[config.mk]
export PLATFORM = sky130hd
export DESIGN_NAME = rect_copy_sequencer
export DESIGN_NICKNAME = d
export VERILOG_FILES = /design/src/rtl/rect_copy_sequencer.sv
export SDC_FILE = /design/constraint.sdc
export NUM_CORES = 1
export LEC_CHECK = 0
export CAP_MARGIN = 20
export CORE_MARGIN = 2
export CORE_UTILIZATION = 57
export CTS_BUF_LIST = sky130_fd_sc_hd__clkbuf_2
export DETAILED_ROUTE_END_ITERATION = 7
export PLACE_DENSITY_LB_ADDON = 0.1
export SKIP_LAST_GASP = 1
export SLEW_MARGIN = 30
export SYNTH_ARGS = -nofsm -noshare
export SYNTH_HDL_FRONTEND = slang
export SYNTH_SLANG_ARGS = --single-unit
[constraint.sdc]
create_clock -name clk -period 3.6 [get_ports clk]
set_clock_uncertainty 0.05 [all_clocks]
set_input_delay 0.72 -clock clk [delete_from_list [all_inputs] [get_ports clk]]
set_output_delay 0.72 -clock clk [all_outputs]
set_load 0.01 [all_outputs]
[src/rtl/rect_copy_sequencer.sv]
// Copies RECT_COUNT rects (x,y,w,h,color) from data memory to the GPU as absolute edges.
// Latency: mem_addr 1 cycle after frame_start, gpu_copy_start at +2, word n at +3+n, done at +3+5*RECT_COUNT.
// Backpressure: none; the GPU receiver must accept one word per cycle, frame_start while busy is dropped.
//
// Ports:
//   clk, reset        single clock, synchronous active-high reset
//   frame_start       one-cycle pulse at start of vertical blank
//   mem_addr/mem_din  data-memory read port, read data valid one cycle after the address
//   gpu_copy_start    one-cycle trigger to the GPU receiver
//   gpu_dout          registered word stream: left, top, right, bottom, color per rect
//   busy, done        copy in progress / one-cycle completion pulse (busy already low)
//
// Build option: define RECT_CLIP_EN to saturate right/bottom at 16'hFFFF instead of
// wrapping modulo 2^16. Timing is identical in both builds.
module rect_copy_sequencer #(
  parameter int RECT_COUNT       = 64,
  parameter int RECT_COUNT_WIDTH = 6,
  parameter int ADDR_WIDTH       = 16,
  parameter int BASE_ADDR        = 0
) (
  input  logic                  clk,
  input  logic                  reset,
  input  logic                  frame_start,
  output logic [ADDR_WIDTH-1:0] mem_addr,
  input  logic [15:0]           mem_din,
  output logic                  gpu_copy_start,
  output logic [15:0]           gpu_dout,
  output logic                  busy,
  output logic                  done
);

  typedef enum logic [1:0] {IDLE, FETCH, DRAIN} state_t;

  localparam logic [ADDR_WIDTH-1:0]       BASE      = ADDR_WIDTH'(BASE_ADDR);
  localparam logic [RECT_COUNT_WIDTH-1:0] LAST_RECT = RECT_COUNT_WIDTH'(RECT_COUNT - 1);

  state_t                      state;
  state_t                      state_next;
  logic [2:0]                  word_cnt;
  logic [RECT_COUNT_WIDTH-1:0] rect_cnt;
  logic                        rd_vld;
  logic                        rd_last;
  logic [2:0]                  rd_word;
  logic                        out_last;
  logic [15:0]                 x_lat;
  logic [15:0]                 y_lat;
  logic                        fetch_en;
  logic                        fetch_last;
  logic                        finish;

  function automatic logic [15:0] edge_sum(input logic [15:0] a, input logic [15:0] b);
`ifdef RECT_CLIP_EN
    logic [16:0] s;
    s = {1'b0, a} + {1'b0, b};
    edge_sum = s[16] ? 16'hFFFF : s[15:0];
`else
    edge_sum = a + b;
`endif
  endfunction

  always_ff @(posedge clk) begin
    if (reset) state <= IDLE;
    else       state <= state_next;
  end

  always_comb begin
    state_next = state;
    fetch_en   = 1'b0;
    fetch_last = 1'b0;
    finish     = 1'b0;
    case (state)
      IDLE:  if (frame_start) state_next = FETCH;
      FETCH: begin
        fetch_en = 1'b1;
        if (word_cnt == 3'd4 && rect_cnt == LAST_RECT) begin
          fetch_last = 1'b1;
          state_next = DRAIN;
        end
      end
      // DRAIN covers the memory read latency plus the output register stage.
      DRAIN: if (out_last) begin
        finish     = 1'b1;
        state_next = IDLE;
      end
      default: state_next = IDLE;
    endcase
  end

  assign busy = (state != IDLE);

  always_ff @(posedge clk) begin
    if (reset) begin
      mem_addr       <= BASE;
      word_cnt       <= 3'd0;
      rect_cnt       <= '0;
      rd_vld         <= 1'b0;
      rd_last        <= 1'b0;
      rd_word        <= 3'd0;
      out_last       <= 1'b0;
      x_lat          <= 16'd0;
      y_lat          <= 16'd0;
      gpu_copy_start <= 1'b0;
      gpu_dout       <= 16'd0;
      done           <= 1'b0;
    end else begin
      if (fetch_en) begin
        if (fetch_last) begin
          // Park everything at rect 0 so the next frame starts clean.
          mem_addr <= BASE;
          word_cnt <= 3'd0;
          rect_cnt <= '0;
        end else begin
          mem_addr <= mem_addr + ADDR_WIDTH'(1);
          if (word_cnt == 3'd4) begin
            word_cnt <= 3'd0;
            rect_cnt <= rect_cnt + RECT_COUNT_WIDTH'(1);
          end else begin
            word_cnt <= word_cnt + 3'd1;
          end
        end
      end

      // Tags travel alongside the address so they line up with mem_din.
      rd_vld         <= fetch_en;
      rd_word        <= word_cnt;
      rd_last        <= fetch_last;
      out_last       <= rd_vld && rd_last;
      gpu_copy_start <= fetch_en && (word_cnt == 3'd0) && (rect_cnt == '0);
      done           <= finish;

      if (rd_vld) begin
        case (rd_word)
          3'd0: begin x_lat <= mem_din; gpu_dout <= mem_din; end
          3'd1: begin y_lat <= mem_din; gpu_dout <= mem_din; end
          3'd2:       gpu_dout <= edge_sum(x_lat, mem_din);
          3'd3:       gpu_dout <= edge_sum(y_lat, mem_din);
          default:    gpu_dout <= mem_din;
        endcase
      end else begin
        gpu_dout <= 16'd0;
      end
    end
  end

endmodule

==> metrics.txt <==
# TYPE chip_impl_metric gauge
chip_impl_metric{name="drc",unit=""} 0
chip_impl_metric{name="first_global_vias",unit=""} 3457
chip_impl_metric{name="number_of_nets_with_antenna_violations_after_detailed_routing",unit=""} 0
chip_impl_metric{name="number_of_setup_buffers_added_after_cts",unit=""} 0
chip_impl_metric{name="n_fill_cell",unit=""} 623
chip_impl_metric{name="syn_avg_cell_area",unit="um^2"} 8.30
chip_impl_metric{name="p_comb_share",unit="%"} 13.2
chip_impl_info{name="netlist_top_cells_area",value="dfxtp_1 (40%), nand2_1 (9.6%), a21oi_1 (7.4%)"} 1
chip_impl_metric{name="fin_nets",unit=""} 589
chip_impl_metric{name="switching_fraction",unit="%"} 27.6
chip_impl_metric{name="maxSlewViolCount",unit=""} 0
chip_impl_metric{name="maximum_buffer_depth_of_the_clock_tree",unit=""} 2
chip_impl_metric{name="io_buffers",unit=""} 53
chip_impl_metric{name="timing.critical_path.arrival",unit="ns"} 3.49
chip_impl_metric{name="finalCritPeriodShare",unit="%"} 86.9
chip_impl_metric{name="post-place-ws",unit="ns"} 0.542
chip_impl_info{name="worst_r2r_startpoint",value="rd_word[1]$_SDFF_PP0_"} 1
chip_impl_metric{name="final_layout_size_suffix_gt1_share",unit="%"} 7.99
chip_impl_metric{name="cellLeakagePower",unit="nW"} 1.81
chip_impl_metric{name="antenna_cells",unit=""} 0
chip_impl_metric{name="setup-violations-final",unit=""} 0
chip_impl_info{name="synth_top_family_by_area",value="simple AND/OR/NAND/NOR gates"} 1
chip_impl_metric{name="placement.cell_area",unit="mm^2"} 0.00474
chip_impl_metric{name="synth-async-reset-ratio",unit="%"} 0
chip_impl_metric{name="pin_count_of_the_biggest_net_entering_global_routing",unit=""} 39
chip_impl_info{name="critical_path.startpoint_type",value="register"} 1
chip_impl_metric{name="synthCells",unit=""} 500
chip_impl_metric{name="critical_path.max_fanout",unit=""} 8
chip_impl_metric{name="routed-via-count",unit=""} 3655
chip_impl_metric{name="vdd_ir_drop_max",unit="uV"} 288
chip_impl_metric{name="route.detailed.wl_per_inst",unit="um"} 14.8
chip_impl_metric{name="core.rowCount",unit=""} 31
chip_impl_metric{name="floorplan.initialDensity",unit="%"} 58.1
chip_impl_metric{name="tritoncts.num_buffers",unit=""} 9
chip_impl_info{name="cts_root_buffer",value="clkbuf_2"} 1
chip_impl_info{name="hold-path-endpoint",value="out_last$_SDFF_PP0_"} 1
chip_impl_metric{name="sequential_cell_area",unit="mm^2"} 0.00166
chip_impl_metric{name="antenna_found_initial",unit=""} 0
chip_impl_metric{name="post_synth_instance_area",unit="mm^2"} 0.00415
chip_impl_metric{name="vias_per_cell",unit=""} 5.62
chip_impl_metric{name="power",unit="W"} 0.00165
chip_impl_metric{name="finalCriticalPeriod",unit="ns"} 3.13
chip_impl_info{name="status",value="completed"} 1
chip_impl_info{name="critical_path.endpoint_type",value="register"} 1
chip_impl_metric{name="final.setup.tns",unit="ns"} 0
chip_impl_metric{name="synthSimpleGateAreaFrac",unit="%"} 25.8
chip_impl_info{name="synthFlopType",value="dfxtp_1"} 1
chip_impl_metric{name="synth-compound-area-share",unit="%"} 13.9
chip_impl_metric{name="reg2reg_setup_slack",unit="ns"} 0.47
chip_impl_metric{name="route.final.wire_length",unit="um"} 9590
chip_impl_metric{name="yosys-mux-area-fraction",unit="%"} 4.56
chip_impl_metric{name="layout-area-overhead-vs-synth",unit="%"} 17.1
chip_impl_metric{name="finalWorstSetupSlack",unit="ns"} 0.471
chip_impl_metric{name="synth.lib_cells_used.distinct",unit=""} 57
chip_impl_metric{name="final_weighted_congestion_in_routability_driven_placement",unit=""} 0.903
chip_impl_metric{name="cts.sinks",unit=""} 83
chip_impl_info{name="hold_start",value="rd_last$_SDFF_PP0_"} 1
chip_impl_metric{name="synth.top_cell.area_share",unit="%"} 40.1
chip_impl_info{name="yosysMostFrequentCell",value="nand2_1"} 1
chip_impl_info{name="synth_top_cell_by_area",value="dfxtp_1"} 1
chip_impl_metric{name="place_hpwl",unit="um"} 6720
chip_impl_metric{name="core_area",unit="mm^2"} 0.00714
chip_impl_metric{name="multi_input_combinational_cell_area",unit="mm^2"} 0.00236
chip_impl_info{name="synth.cells.most_frequent",value="nand2_1 (106), dfxtp_1 (83), a21oi_1 (61)"} 1
chip_impl_metric{name="cts.repair.resized",unit=""} 0
chip_impl_metric{name="p_switching",unit="W"} 0.000456
chip_impl_metric{name="worst_slew_pin_slew",unit="ns"} 0.812
chip_impl_metric{name="first_iter_violations",unit=""} 227
chip_impl_metric{name="die-area",unit="mm^2"} 0.00798
chip_impl_metric{name="fin_hold_ws",unit="ns"} 0.415
chip_impl_metric{name="p_clk_share",unit="%"} 28.7
chip_impl_metric{name="grt_remaining_overflow",unit=""} 0
chip_impl_metric{name="hold_path_depth",unit=""} 1
chip_impl_metric{name="finish.instance_area",unit="mm^2"} 0.00486
chip_impl_metric{name="synth.yosys.seq_area_share",unit="%"} 40.1
chip_impl_metric{name="synth_seq_cells",unit=""} 83
chip_impl_metric{name="clk-insertion-delay-late",unit="ns"} 0.53
chip_impl_metric{name="finalHoldViolations",unit=""} 0
chip_impl_metric{name="synthesis.nets",unit=""} 542
chip_impl_metric{name="timing.critical_path.required",unit="ns"} 3.96
chip_impl_metric{name="timing.max_slew.rel_slack",unit="%"} 45.7
chip_impl_metric{name="drv_cap",unit=""} 0
chip_impl_metric{name="path_clk_slew",unit="ns"} 0.21
chip_impl_info{name="cts_tree",value="yes"} 1
chip_impl_metric{name="cellPowerDensity",unit="mW/mm^2"} 339
chip_impl_metric{name="post_synth_xor_area_fraction",unit="%"} 5.28
chip_impl_info{name="r2r-end",value="gpu_dout[9]$_SDFF_PP0_"} 1
chip_impl_metric{name="yosys_warn_count",unit=""} 0
chip_impl_info{name="timing.setup.critical_path_class",value="register to register"} 1
chip_impl_metric{name="h-tree-depth",unit=""} 3
chip_impl_metric{name="power_frac_seq",unit="%"} 58.1
chip_impl_metric{name="first_pass_iters",unit=""} 5
chip_impl_metric{name="dieHeight",unit="um"} 89.3
chip_impl_metric{name="track_usage",unit="%"} 25.0
chip_impl_metric{name="grt_first_pass_wirelength",unit="um"} 15600
chip_impl_metric{name="power_report.internal_total",unit="W"} 0.00119
chip_impl_info{name="hp-class",value="register to register"} 1
chip_impl_metric{name="die_x",unit="um"} 89.3
chip_impl_metric{name="synth-edff-count",unit=""} 0
chip_impl_metric{name="num_io_pins",unit=""} 54
chip_impl_metric{name="max_freq",unit="MHz"} 320
chip_impl_info{name="rsz0062_at_grt",value="no"} 1
chip_impl_metric{name="worstRegToRegCells",unit=""} 9
chip_impl_metric{name="post_synth_fa_ha_maj_area_fraction",unit="%"} 7.12
chip_impl_metric{name="hold_buf_count_cts",unit=""} 0
==> worst max-delay path, cell delays in order, from the launching register on <==
cell      delay (ns)
dfxtp_1         0.47
nor2b_1         0.19
nand2_1         0.26
buf_4           0.29
mux2_2          0.28
ha_1            0.34
o211ai_1        0.12
o21ai_1         0.45
nand4_1         0.20
o311ai_0        0.33
==> placed cells by master (no fill, tap or decap), types with 4 or more instances in the layout <==
cell type        synthesis  routed
a21oi_1                 61      61
and3_1                   4       4
buf_4                    3       5
clkbuf_2                 0      10
clkdlybuf4s50_1          0      53
dfxtp_1                 83      83
ha_1                    22      22
inv_1                    8       8
mux2_2                  15      15
nand2_1                106     106
nand2b_1                 4       4
nand3_1                 20      20
nand4_1                 10      10
nor2_1                  42      42
nor2b_1                  4       4
nor3_1                   9       9
o211ai_1                 5       5
o21ai_0                  5       5
xnor2_1                 10      10
xor2_1                  15      15
==> power by group through the flow <==
stage	Clock, W	Sequential, W	Combinational [W]
floorplan	0	0.000975	0.000137
global placement	0	0.000975	0.000211
detailed placement	0	0.000976	0.000215
CTS	0.000481	0.000958	0.000216
global route	0.000519	0.000962	0.000241
finish	0.000472	0.000958	0.000218
==> stage by stage <==
step	instances	util, %
after global routing	650	68.1
after floorplan	500	-
after detailed placement	634	66.5
final	650	68.1
after global placement	634	66.5
after CTS	649	67.9
==> flip-flops by register name, summed over array words and instances, names as in the netlist <==
| signal | count |
|---|---|
| rd_last | 1 |
| rect_cnt | 6 |
| y_lat | 16 |
| gpu_copy_start | 1 |
| gpu_dout | 16 |
| rd_word | 3 |
| state | 2 |
| x_lat | 16 |
| done | 1 |
| mem_addr | 16 |
| out_last | 1 |
| rd_vld | 1 |
| word_cnt | 3 |
==> routing by layer <==
layer  vias up  share of wire (%)  GRT usage (%)
li1       1837                  -              -
met1      1706                 44           30.5
met2       100                 49           43.6
met3        12                4.9           6.19
met4         0                1.4           7.19
met5         -                  0              0
==> worst max-delay path by stage <==
stage / startpoint / to / slack [ns] / cells after the start
6_report: rd_word[1]$_SDFF_PP0_ / gpu_dout[9]$_SDFF_PP0_ / 0.47 / 9
5_1_grt: rd_word[1]$_SDFF_PP0_ / gpu_dout[9]$_SDFF_PP0_ / 0.17 / 9
2_1_floorplan: rd_word[1]$_SDFF_PP0_ / gpu_dout[14]$_SDFF_PP0_ / 0.75 / 11
4_1_cts: rd_word[1]$_SDFF_PP0_ / gpu_dout[9]$_SDFF_PP0_ / 0.47 / 9
3_5_place_dp: rd_word[1]$_SDFF_PP0_ / gpu_dout[14]$_SDFF_PP0_ / 0.54 / 10
3_3_place_gp: mem_din[0] / gpu_dout[12]$_SDFF_PP0_ / 0.59 / 8
==> layout make-up <==
type	instances	share of cell area [%]
multi-input cells	386	48.6
flip-flops and latches	83	34.2
repair buffers	59	11.9
well taps	99	2.55
clock inverters	5	1.11
clock buffers	10	1.03
inverters	8	0.618
==> cell families (layout without fill, tap and decap cells) <==
group / count (synthesis) / count (layout)
simple gates: 225 / 225
compound gates: 96 / 96
flops: 83 / 83
buf+inv: 31 / 82
xor+xnor: 25 / 25
fa+ha+maj: 23 / 23
mux: 17 / 17
Power figures use the tool's default switching activity.
